<file path="src/rtl/game_pkg.sv">
`default_nettype none
// ============================================================================
//  Module  : game_pkg
//  Brief   : Shared types and constants for the random-share arbiter slice.
//  Revision: 1.0
// ============================================================================
package game_pkg;

  localparam int LFSR_WIDTH = 10;
  localparam int LFSR_TAP   = 3;
  localparam int STEP_CNT_W = 4;

  typedef enum logic [1:0] {
    IDLE  = 2'd0,
    STEP  = 2'd1,
    ISSUE = 2'd2
  } rsa_state_t;

endpackage
`default_nettype wire

</file>
<file path="src/rtl/rsa_lfsr_core.sv">
`default_nettype none
// ============================================================================
//  Module  : rsa_lfsr_core
//  Brief   : XNOR LFSR with seed load, step enable and all-ones lock-up guard.
//  Revision: 1.0
// ============================================================================
module rsa_lfsr_core
  import game_pkg::*;
#(
  parameter int WIDTH = LFSR_WIDTH
) (
  input  logic             clk,
  input  logic             reset,
  input  logic             step_i,
  input  logic             load_i,
  input  logic [WIDTH-1:0] load_val_i,
  output logic [WIDTH-1:0] next_o
);

  logic [WIDTH-1:0] lfsr_q;
  logic [WIDTH-1:0] lfsr_d;

  // Loading all-ones would lock the XNOR LFSR, so it is mapped to zero.
  always_comb begin
    lfsr_d = lfsr_q;
    if (load_i) begin
      lfsr_d = (&load_val_i) ? '0 : load_val_i;
    end else if (&lfsr_q) begin
      lfsr_d = '0;
    end else if (step_i) begin
      lfsr_d = {~(lfsr_q[0] ^ lfsr_q[LFSR_TAP]), lfsr_q[WIDTH-1:1]};
    end
  end

  always_ff @(posedge clk or posedge reset) begin
    if (reset) begin
      lfsr_q <= '0;
    end else begin
      lfsr_q <= lfsr_d;
    end
  end

  assign next_o = lfsr_d;

endmodule
`default_nettype wire

</file>
<file path="src/rtl/rand_share_arbiter.sv">
`default_nettype none
// ============================================================================
//  Module  : rand_share_arbiter
//  Brief   : Round-robin sharing of one LFSR; each winner gets a fresh draw.
//  Revision: 1.0
// ============================================================================
module rand_share_arbiter
  import game_pkg::*;
#(
  parameter int NUM_REQ = 4,
  parameter int WIDTH   = LFSR_WIDTH,
  parameter int STEPS   = 3
) (
  input  logic               clk,
  input  logic               reset,
  input  logic [NUM_REQ-1:0] req,
  input  logic               seed_load,
  input  logic [WIDTH-1:0]   seed_val,
  output logic [NUM_REQ-1:0] gnt,
  output logic               rand_valid,
  output logic [WIDTH-1:0]   rand_data,
  output logic               busy
);

  localparam int IDX_W = (NUM_REQ > 1) ? $clog2(NUM_REQ) : 1;

  rsa_state_t              state_q;
  logic [IDX_W-1:0]        winner_q;
  logic [IDX_W-1:0]        rr_ptr_q;
  logic [STEP_CNT_W-1:0]   step_cnt_q;
  logic [NUM_REQ-1:0]      gnt_q;
  logic                    rand_valid_q;
  logic [WIDTH-1:0]        rand_data_q;

  logic [IDX_W-1:0]        win_idx;
  logic                    win_found;
  int                      cand;
  logic [WIDTH-1:0]        lfsr_next;

  rsa_lfsr_core #(
    .WIDTH (WIDTH)
  ) u_lfsr (
    .clk        (clk),
    .reset      (reset),
    .step_i     (state_q == STEP),
    .load_i     (seed_load),
    .load_val_i (seed_val),
    .next_o     (lfsr_next)
  );

  // First requester at or after rr_ptr, wrapping around.
  always_comb begin
    win_found = 1'b0;
    win_idx   = '0;
    cand      = 0;
    for (int k = 0; k < NUM_REQ; k++) begin
      cand = (int'(rr_ptr_q) + k) % NUM_REQ;
      if (!win_found && req[IDX_W'(cand)]) begin
        win_found = 1'b1;
        win_idx   = IDX_W'(cand);
      end
    end
  end

  always_ff @(posedge clk or posedge reset) begin
    if (reset) begin
      state_q      <= IDLE;
      winner_q     <= '0;
      rr_ptr_q     <= '0;
      step_cnt_q   <= '0;
      gnt_q        <= '0;
      rand_valid_q <= 1'b0;
      rand_data_q  <= '0;
    end else begin
      case (state_q)
        IDLE: begin
          if (win_found) begin
            winner_q   <= win_idx;
            step_cnt_q <= STEP_CNT_W'(STEPS - 1);
            state_q    <= STEP;
          end
        end
        STEP: begin
          if (step_cnt_q == '0) begin
            gnt_q        <= NUM_REQ'(1) << winner_q;
            rand_valid_q <= 1'b1;
            rand_data_q  <= lfsr_next;
            state_q      <= ISSUE;
          end else begin
            step_cnt_q <= step_cnt_q - STEP_CNT_W'(1);
          end
        end
        ISSUE: begin
          rr_ptr_q     <= (winner_q == IDX_W'(NUM_REQ - 1)) ? '0 : winner_q + IDX_W'(1);
          gnt_q        <= '0;
          rand_valid_q <= 1'b0;
          rand_data_q  <= '0;
          state_q      <= IDLE;
        end
        default: begin
          state_q <= IDLE;
        end
      endcase
    end
  end

  assign gnt        = gnt_q;
  assign rand_valid = rand_valid_q;
  assign rand_data  = rand_data_q;
  assign busy       = (state_q != IDLE);

endmodule
`default_nettype wire

</file>
<file path="config.mk">
export PLATFORM = sky130hd
export DESIGN_NAME = rand_share_arbiter
export DESIGN_NICKNAME = d
export VERILOG_FILES = /design/src/rtl/game_pkg.sv /design/src/rtl/rsa_lfsr_core.sv /design/src/rtl/rand_share_arbiter.sv
export SDC_FILE = /design/constraint.sdc
export NUM_CORES = 1
export LEC_CHECK = 0
export CORE_AREA = 2 2 69 55
export CTS_CLUSTER_SIZE = 28
export DETAILED_ROUTE_END_ITERATION = 12
export DIE_AREA = 0 0 71 57
export HOLD_SLACK_MARGIN = 0.05
export MAX_ROUTING_LAYER = met4
export PLACE_DENSITY = 0.85
export SLEW_MARGIN = 20
export SYNTH_ARGS = -nofsm -noshare
export SYNTH_HDL_FRONTEND = slang
export SYNTH_SLANG_ARGS = --single-unit
</file>
<file path="constraint.sdc">
create_clock -name clk -period 2.8 [get_ports clk]
set_input_delay 0.56 -clock clk [delete_from_list [all_inputs] [get_ports clk]]
set_output_delay 0.56 -clock clk [all_outputs]
set_load 0.01 [all_outputs]
</file>
Word-level counts from Yosys, hierarchy flattened --
Cells that the tools add are included.
Cells by class: add/subtract/negate cells 5, $lt $le $gt $ge 4, equality and inequality tests 6, shift operators 1, mux-type cells 37, bitwise logic cells 2, reduce and logical (&&, ||, !) cells 17
Operators by type and width (count):
- 10-bit two-way mux | 5
- 10-bit one-hot mux with 2 select lines | 1
- 10-bit AND reduction | 2
- 2-bit by 4-bit less-than comparator with 1-bit output, second input constant | 4
- 4-bit one-hot mux with 2 select lines | 2
- 2-bit two-way mux | 7
- 1-bit two-way mux | 13
- 4-bit two-way mux | 3
- 1-bit binary-select mux with 2-bit select | 4
- 2-bit inequality test, second input constant | 3
- 2-bit AND reduction | 3
- 2-bit nonzero test | 3
- 2-bit by 1-bit adder with 2-bit output, second input constant | 2
- 2-bit adder, second input constant | 2
- 2-bit equality test, second input constant | 2
- 4-bit zero test | 1
- 2-bit one-hot mux with 2 select lines | 1
- 1-bit by 2-bit << shifter with 4-bit output, first input constant | 1
- 4-bit by 1-bit subtractor with 4-bit output, second input constant | 1
- 1-bit logical AND | 3
- 1-bit zero test | 3
- 3-bit AND reduction | 1
- 2-bit by 1-bit equality test with 1-bit output, second input constant | 1
- 2-bit zero test | 1
- 3 further kinds | 3
Storage, ports and cells: flip-flop bits (word level) 35, input bits 17, output and inout bits 16, word-level logic and storage cells 80

Depth between registers and ports, before layout --
Gate-level depths: netlist (run 1).
depth after elaboration 15, mapped depth 8, depth with buffers taken out 7

Modules after synthesis --
Synthesis (run 1) repeated with hierarchy kept, for this count alone.
Second synthesis, totals: cells, all modules 155, area, all modules 1781.7 um^2
By module, submodules not included:
- rand_share_arbiter | times used 1, cells an instance 102, area an instance 1233.7 um^2, seq. area each 625.6 um^2
- rsa_lfsr_core | times used 1, cells an instance 53, area an instance 548.0 um^2, seq. area each 250.2 um^2

Worst setup path after synthesis (run 1) --
OpenSTA, ideal clock, no wires.
path kind reg2reg, start register step_cnt_q[0], end register rand_data_q[0] (netlist: rand_data[0]), setup time 126 ps, arrival time 1528 ps, required time 2674 ps, slack 1146 ps, cell stages (with the launch flop) 8, buffers on the path 1, clock period less this slack 1654 ps, path through dfrtp_1 -> inv_1 -> ha_1 -> nor3b_2 -> nand2_4 -> and2_1 -> clkbuf_1 -> a221o_1
On the way: word-level cells in the longest chain between the ends 3
RTL lines:
- start: declaration | line rand_share_arbiter.sv:30 | logic [STEP_CNT_W-1:0] step_cnt_q;
- start signal: assignment | line rand_share_arbiter.sv:79 | step_cnt_q <= STEP_CNT_W'(STEPS - 1);
- start signal: assignment | line rand_share_arbiter.sv:90 | step_cnt_q <= step_cnt_q - STEP_CNT_W'(1);
- 4-bit zero test | line rand_share_arbiter.sv:84 | if (step_cnt_q == '0) begin
- 2-bit inequality test (no line)
- 2-bit AND reduction (no line)
- end signal: assignment | line rand_share_arbiter.sv:87 | rand_data_q <= lfsr_next;
- end: declaration | line rand_share_arbiter.sv:33 | logic [WIDTH-1:0] rand_data_q;
Every way passes these cells. A chain may end at the register's enable or synchronous reset.

Final worst setup path (run 1) --
start input port seed_val[8], end register rand_data_q[4] (netlist: rand_data[4])
On the way: word-level cells in the longest chain between the ends 5
RTL lines:
- start: declaration | line rand_share_arbiter.sv:18 | input logic [WIDTH-1:0] seed_val,
- 10-bit AND reduction | line rsa_lfsr_core.sv:27 | lfsr_d = (&load_val_i) ? '0 : load_val_i;
- 10-bit two-way mux | line rsa_lfsr_core.sv:27
- 10-bit two-way mux | line rsa_lfsr_core.sv:26 | if (load_i) begin
- 10-bit two-way mux | line rand_share_arbiter.sv:84
- 10-bit one-hot mux with 2 select lines | line rand_share_arbiter.sv:75 | case (state_q)
Every way passes these cells. The select of a mux whose other input is x is not followed.

==> impl_metrics.toml, run 1 <==
[power]
power.leakage_uw = 0.000977
power.density_nw_per_um2 = 1000
peakVddDrop_mv = 0.421
design_power_total_uw = 2180

[routing]
route.met2.wl_mm = 1.68
drt_first_pass_iters = 4
routedWlPerCell_um = 14.9
wirelength_met1_mm = 1.69
vias_per_cell = 5.66
num_vias = 1393
drc = 0
ant_nets = 0
top_layer = "met4"
drtIter0Drc = 93
wl_met3_um = 231
routed_wl_mm = 3.66

[clocking]
clk-insertion-delay-late_ps = 280
cts-buffers-inserted = 5
cts.sinks = 35
cts-htree-levels = 2
clk_pin_slew_worst_paths_ps = 70
cts_max_path_buffers = 2
postCtsHoldBufs = 0
clock-root-buffer = "clkbuf_8"
ctsResizeCount = 0
cts_setup_buffers = 0
cts_tree = "built"

[grt]
grt_util_all_layers = 0.202
grt_max_degree = 36
overflow = 0
grt_pass1_vias = 1371
grt_antenna_before_repair = 0
grt_pass1_wl_mm = 6.15

[placement]
port_buffers = 32
hpwl_mm = 2.65
place_ws_ps = 449
place.gp.congestion = 0.872

[sta]
rsz0062_at_grt = "false"
hold_viol = 0
worst_clock_skew_ps = 3.46
final.min_clock_period_ps = 2060
relSlewSlack = 0.613
setup_violations = 0
clock.fmax_mhz = 485
setup_ws_ps = 737
period_share = 0.737
tightest_slew_ps = 576
slew_violations = 0
finalSetupTns_ps = 0

[floorplanning]
dieArea_um2 = 4050
start_util = 0.511
die_y_um = 57
fp-row-count = 19
ios = 33
die_w_um = 71
core-area_um2 = 3450

[final_layout]
final_cell_mix = "dfrtp_1, clkdlybuf4s50_1, nand2_1"
drive_gt1_frac = 0.0735
nets = 227
antennaDiodeCount = 0
area_growth_pct = 23.4
fillers = 298
layout_commonest_cell = "dfrtp_1"

[synthesis]
syn_area_um2 = 1760
synthArstFlopShare = 1.00
ys.flop_type = "dfrtp_1"
synth_seq_area_share = 0.497
synth_cell_types = 35
synthCells = 172
synthesis.nets = 194
synth_seq_cells = 35
synth_edf_count = 0
avgSynthCellArea_um2 = 10.2
ys_warn_count = 0

[outcome]
status = "finished, final reports clean"

[setup_path]
critPathSlowestCell = "clkdlybuf4s50_1"
worstPathCellList = "clkdlybuf4s50_1 > nand4_1 > o31a_1 > and2_4 > a221o_1"
cp-start-kind = "input port"
cp-end-kind = "flip-flop"
crit_arrival_ps = 2230
cp_data_required_time_ps = 2970
path_max_fanout = 11
critPathKind = "in -> reg"
max_stage_delay_ps = 530
rrSetupSlack_ps = 940

[flow_run]
cap_violations = 0

[hold_path]
hold_class = "reg -> reg"
## final timing paths
check                                           from                        to  cells past startpoint
max                                      seed_val[8]  rand_data[4]$_DFFE_PP0P_                      5
min                           rand_valid$_DFFE_PP0P_    rand_valid$_DFFE_PP0P_                      2
max reg2reg                step_cnt_q[0]$_DFFE_PP0P_  rand_data[4]$_DFFE_PP0P_                      6
min reg2reg                   rand_valid$_DFFE_PP0P_    rand_valid$_DFFE_PP0P_                      2
max in group asynchronous                      reset        gnt[2]$_DFFE_PP0P_                      3
min in group asynchronous                      reset    state_q[0]$_DFFE_PP0P_                      3
## logic make-up (layout without fill, tap and decap cells)
group           Yosys count  count (layout)  synth area share
compound gates           38              38             0.159
xor+xnor                  2               2           0.00994
fa+ha+maj                 5               5            0.0355
buf+inv                  20              52            0.0554
flops                    35              35             0.497
mux                      13              13            0.0753
simple gates             59              59             0.168
## final cells by class
cell class | count | area, um^2 | share of cell area
Inverter | 11 | 41.3 | 0.0190
Clock buffer | 6 | 72.6 | 0.0334
Tap cell | 42 | 52.6 | 0.0242
Sequential cell | 35 | 876 | 0.403
Multi-Input combinational cell | 117 | 788 | 0.363
Timing Repair Buffer | 35 | 343 | 0.158
## metrics by stage
| stage | cell area (um^2) | hold WS (ps) | cells | util |
|---|---|---|---|---|
| final | 2170 | 485 | 246 | 0.630 |
| after global routing | 2170 | 513 | 246 | 0.630 |
| after CTS | 2170 | 485 | 246 | 0.630 |
| after detailed placement | 2100 | 468 | 240 | 0.609 |
| after global placement | 2100 | 465 | 240 | 0.609 |
| after floorplan | 1760 | 467 | 172 | - |
## cell usage after synthesis, types with 2 or more instances
master	number	area (um^2)
buf_6	2	22.5
o21ai_0	18	90.1
nand4_1	4	25.0
inv_1	10	37.5
dfrtp_1	35	876
xnor2_1	2	17.5
nand3_1	3	15.0
a221o_1	10	100
ha_1	5	62.6
o31ai_1	2	15.0
buf_2	3	15.0
nand2_1	30	113
a21oi_1	2	10.0
mux2i_1	11	110
nor3_1	11	55.1
and2_1	3	18.8
clkbuf_1	3	11.3
## power breakdown
part	total, uW	internal [uW]	switching (uW)
sequential	855	702	154
combinational	991	505	486
clock	336	166	170
## registers in the layout, summed over array words and instances, names as in the netlist
register	flops
gnt	4
rand_data	10
rand_valid	1
rr_ptr_q	2
state_q	2
step_cnt_q	4
u_lfsr.lfsr_q	10
winner_q	2
## critical path: cells and delay by family
family	cells	cell delay (ps)
compound gates	2	780
simple gates	2	370
buf+inv	1	530
## routing by layer
metal / vias up / GRT usage
met4: 0 / 0.0916
li1: 674 / -
met5: - / -
met3: 9 / 0.0565
met1: 660 / 0.267
met2: 50 / 0.292
Power figures use the tool's default switching activity.
==> run 2, diff against run 1 <==
- CORE_AREA: 2 2 69 55 -> 2 2 71 56
- DIE_AREA: 0 0 71 57 -> 0 0 73 58
- PLACE_DENSITY: 0.85 -> 0.82
- clock period: 2.8 -> 2 ns (I/O delays scaled with it)
==> impl_metrics.toml, run 2 (same netlist as run 1, synthesis figures left out) <==
[grt]
grt_util_met3 = 0.0574
gr-usage-met1 = 0.281
grt_pass1_vias = 1301
grt_antenna_before_repair = 0
top_usage_layer = "met1"
grt_max_degree = 36
overflow = 0
grt_pass1_wl_mm = 6.09
grt_util_all_layers = 0.193
grtUsageMet2 = 0.270

[final_layout]
drive_gt1_frac = 0.126
layout_commonest_cell = "dfrtp_1"
nets = 238
area_growth_pct = 28.8
multi_input_area_um2 = 790
regArea_um2 = 876
antennaDiodeCount = 0
final_cell_mix = "dfrtp_1, clkdlybuf4s50_1, nand2_1"
fillers = 275
stdcell_count = 257

[setup_path]
r2r-end = "rand_data[7]$_DFFE_PP0P_"
rrSetupSlack_ps = 150
cp_data_required_time_ps = 1600
cp-start-kind = "flip-flop"
rr_startpoint = "step_cnt_q[0]$_DFFE_PP0P_"
max_stage_delay_ps = 480
critPathSlowestCell = "clkdlybuf4s50_1"
reg2reg_depth = 6
path_max_fanout = 3
crit_arrival_ps = 1450
critPathKind = "reg -> out"
cp-end-kind = "primary output"
worstPathCellList = "nor2_1 > inv_1 > clkdlybuf4s50_1"

[routing]
vias_per_cell = 5.67
ant_nets = 0
drtIter0Drc = 163
routedWlPerCell_um = 14.0
drt_first_pass_iters = 4
routed_wl_mm = 3.60
drc = 0
num_vias = 1458

[placement]
port_buffers = 32
place_inst = 251
hpwl_mm = 2.68
place.gp.congestion = 0.843
place_ws_ps = -13.3

[floorplanning]
die_y_um = 58
start_util = 0.497
dieArea_um2 = 4230
die_w_um = 73
fp-row-count = 19
ios = 33
core-area_um2 = 3540

[sta]
final.min_clock_period_ps = 1850
setup_violations = 0
relSlewSlack = 0.710
finalSetupTns_ps = 0
period_share = 0.926
clock.fmax_mhz = 540
whs_ps = 502
hold_viol = 0
rsz0062_at_grt = "false"
tightest_slew_ps = 435
slew_violations = 0
setup_ws_ps = 147
worst_clock_skew_ps = 5.01

[clocking]
cts.sinks = 35
cts_setup_buffers = 0
cts-htree-levels = 2
clk_pin_slew_worst_paths_ps = 60
cts_max_path_buffers = 2
cts-buffers-inserted = 5
clk-insertion-delay-late_ps = 270
cts_tree = "built"
clock-root-buffer = "clkbuf_8"

[power]
peakVddDrop_mv = 0.589
power.density_nw_per_um2 = 1370
power.leakage_uw = 0.00104
design_power_total_uw = 3120

[hold_path]
min_to = "rand_valid$_DFFE_PP0P_"
hold_start = "rand_valid$_DFFE_PP0P_"
hold_class = "reg -> reg"
min_path_cells = 2

[outcome]
status = "finished, final reports clean"

[flow_run]
cap_violations = 0
## run 2: stage by stage
step | area, um^2 | utilization
after CTS | 2270 | 0.640
after global routing | 2270 | 0.641
after global placement | 2200 | 0.620
after floorplan | 1760 | -
final | 2270 | 0.641
after detailed placement | 2200 | 0.620
## run 2: how the worst max path moves through the flow
stage	startpoint	end	slack, ps	depth (start not counted)
after global placement	seed_val[6]	rand_data[5]$_DFFE_PP0P_	-20	5
after detailed placement	seed_val[9]	rand_data[0]$_DFFE_PP0P_	-10	5
after CTS	step_cnt_q[0]$_DFFE_PP0P_	rand_data[7]$_DFFE_PP0P_	120	6
after floorplan	step_cnt_q[0]$_DFFE_PP0P_	rand_data[0]$_DFFE_PP0P_	350	7
final	state_q[1]$_DFFE_PP0P_	busy	150	3
after global routing	step_cnt_q[0]$_DFFE_PP0P_	rand_data[8]$_DFFE_PP0P_	40	6
## run 2: routing by layer
layer | part of all wire | vias up
met4 | 0.0031 | 0
li1 | - | 695
met1 | 0.48 | 713
met5 | 0 | -
met2 | 0.45 | 48
met3 | 0.062 | 2
## run 2: final cells by class
cell class / instances / area share
inverter: 11 / 0.0182
clock buffer: 6 / 0.0320
sequential: 35 / 0.386
timing repair buffer: 46 / 0.193
tap: 42 / 0.0232
multi-input combinational: 117 / 0.348
## run 2: critical path: cells and delay by family (launching register included)
kind	cells	cell delay [ps]
buffers and inverters	2	550
DFF	1	400
and+or+nand+nor	1	240
## run 2: where the power goes
| part | switching (uW) | internal [uW] |
|---|---|---|
| registers | 212 | 983 |
| logic | 695 | 774 |
| clock network | 219 | 232 |
## run 2: repair_timing
| item | in CTS | in global routing |
|---|---|---|
| hold buffers | 0 | 0 |
| setup endpoints to repair | 0 | 4 |
| gates resized for setup | 0 | 1 |
| hold endpoints to repair | 0 | 0 |
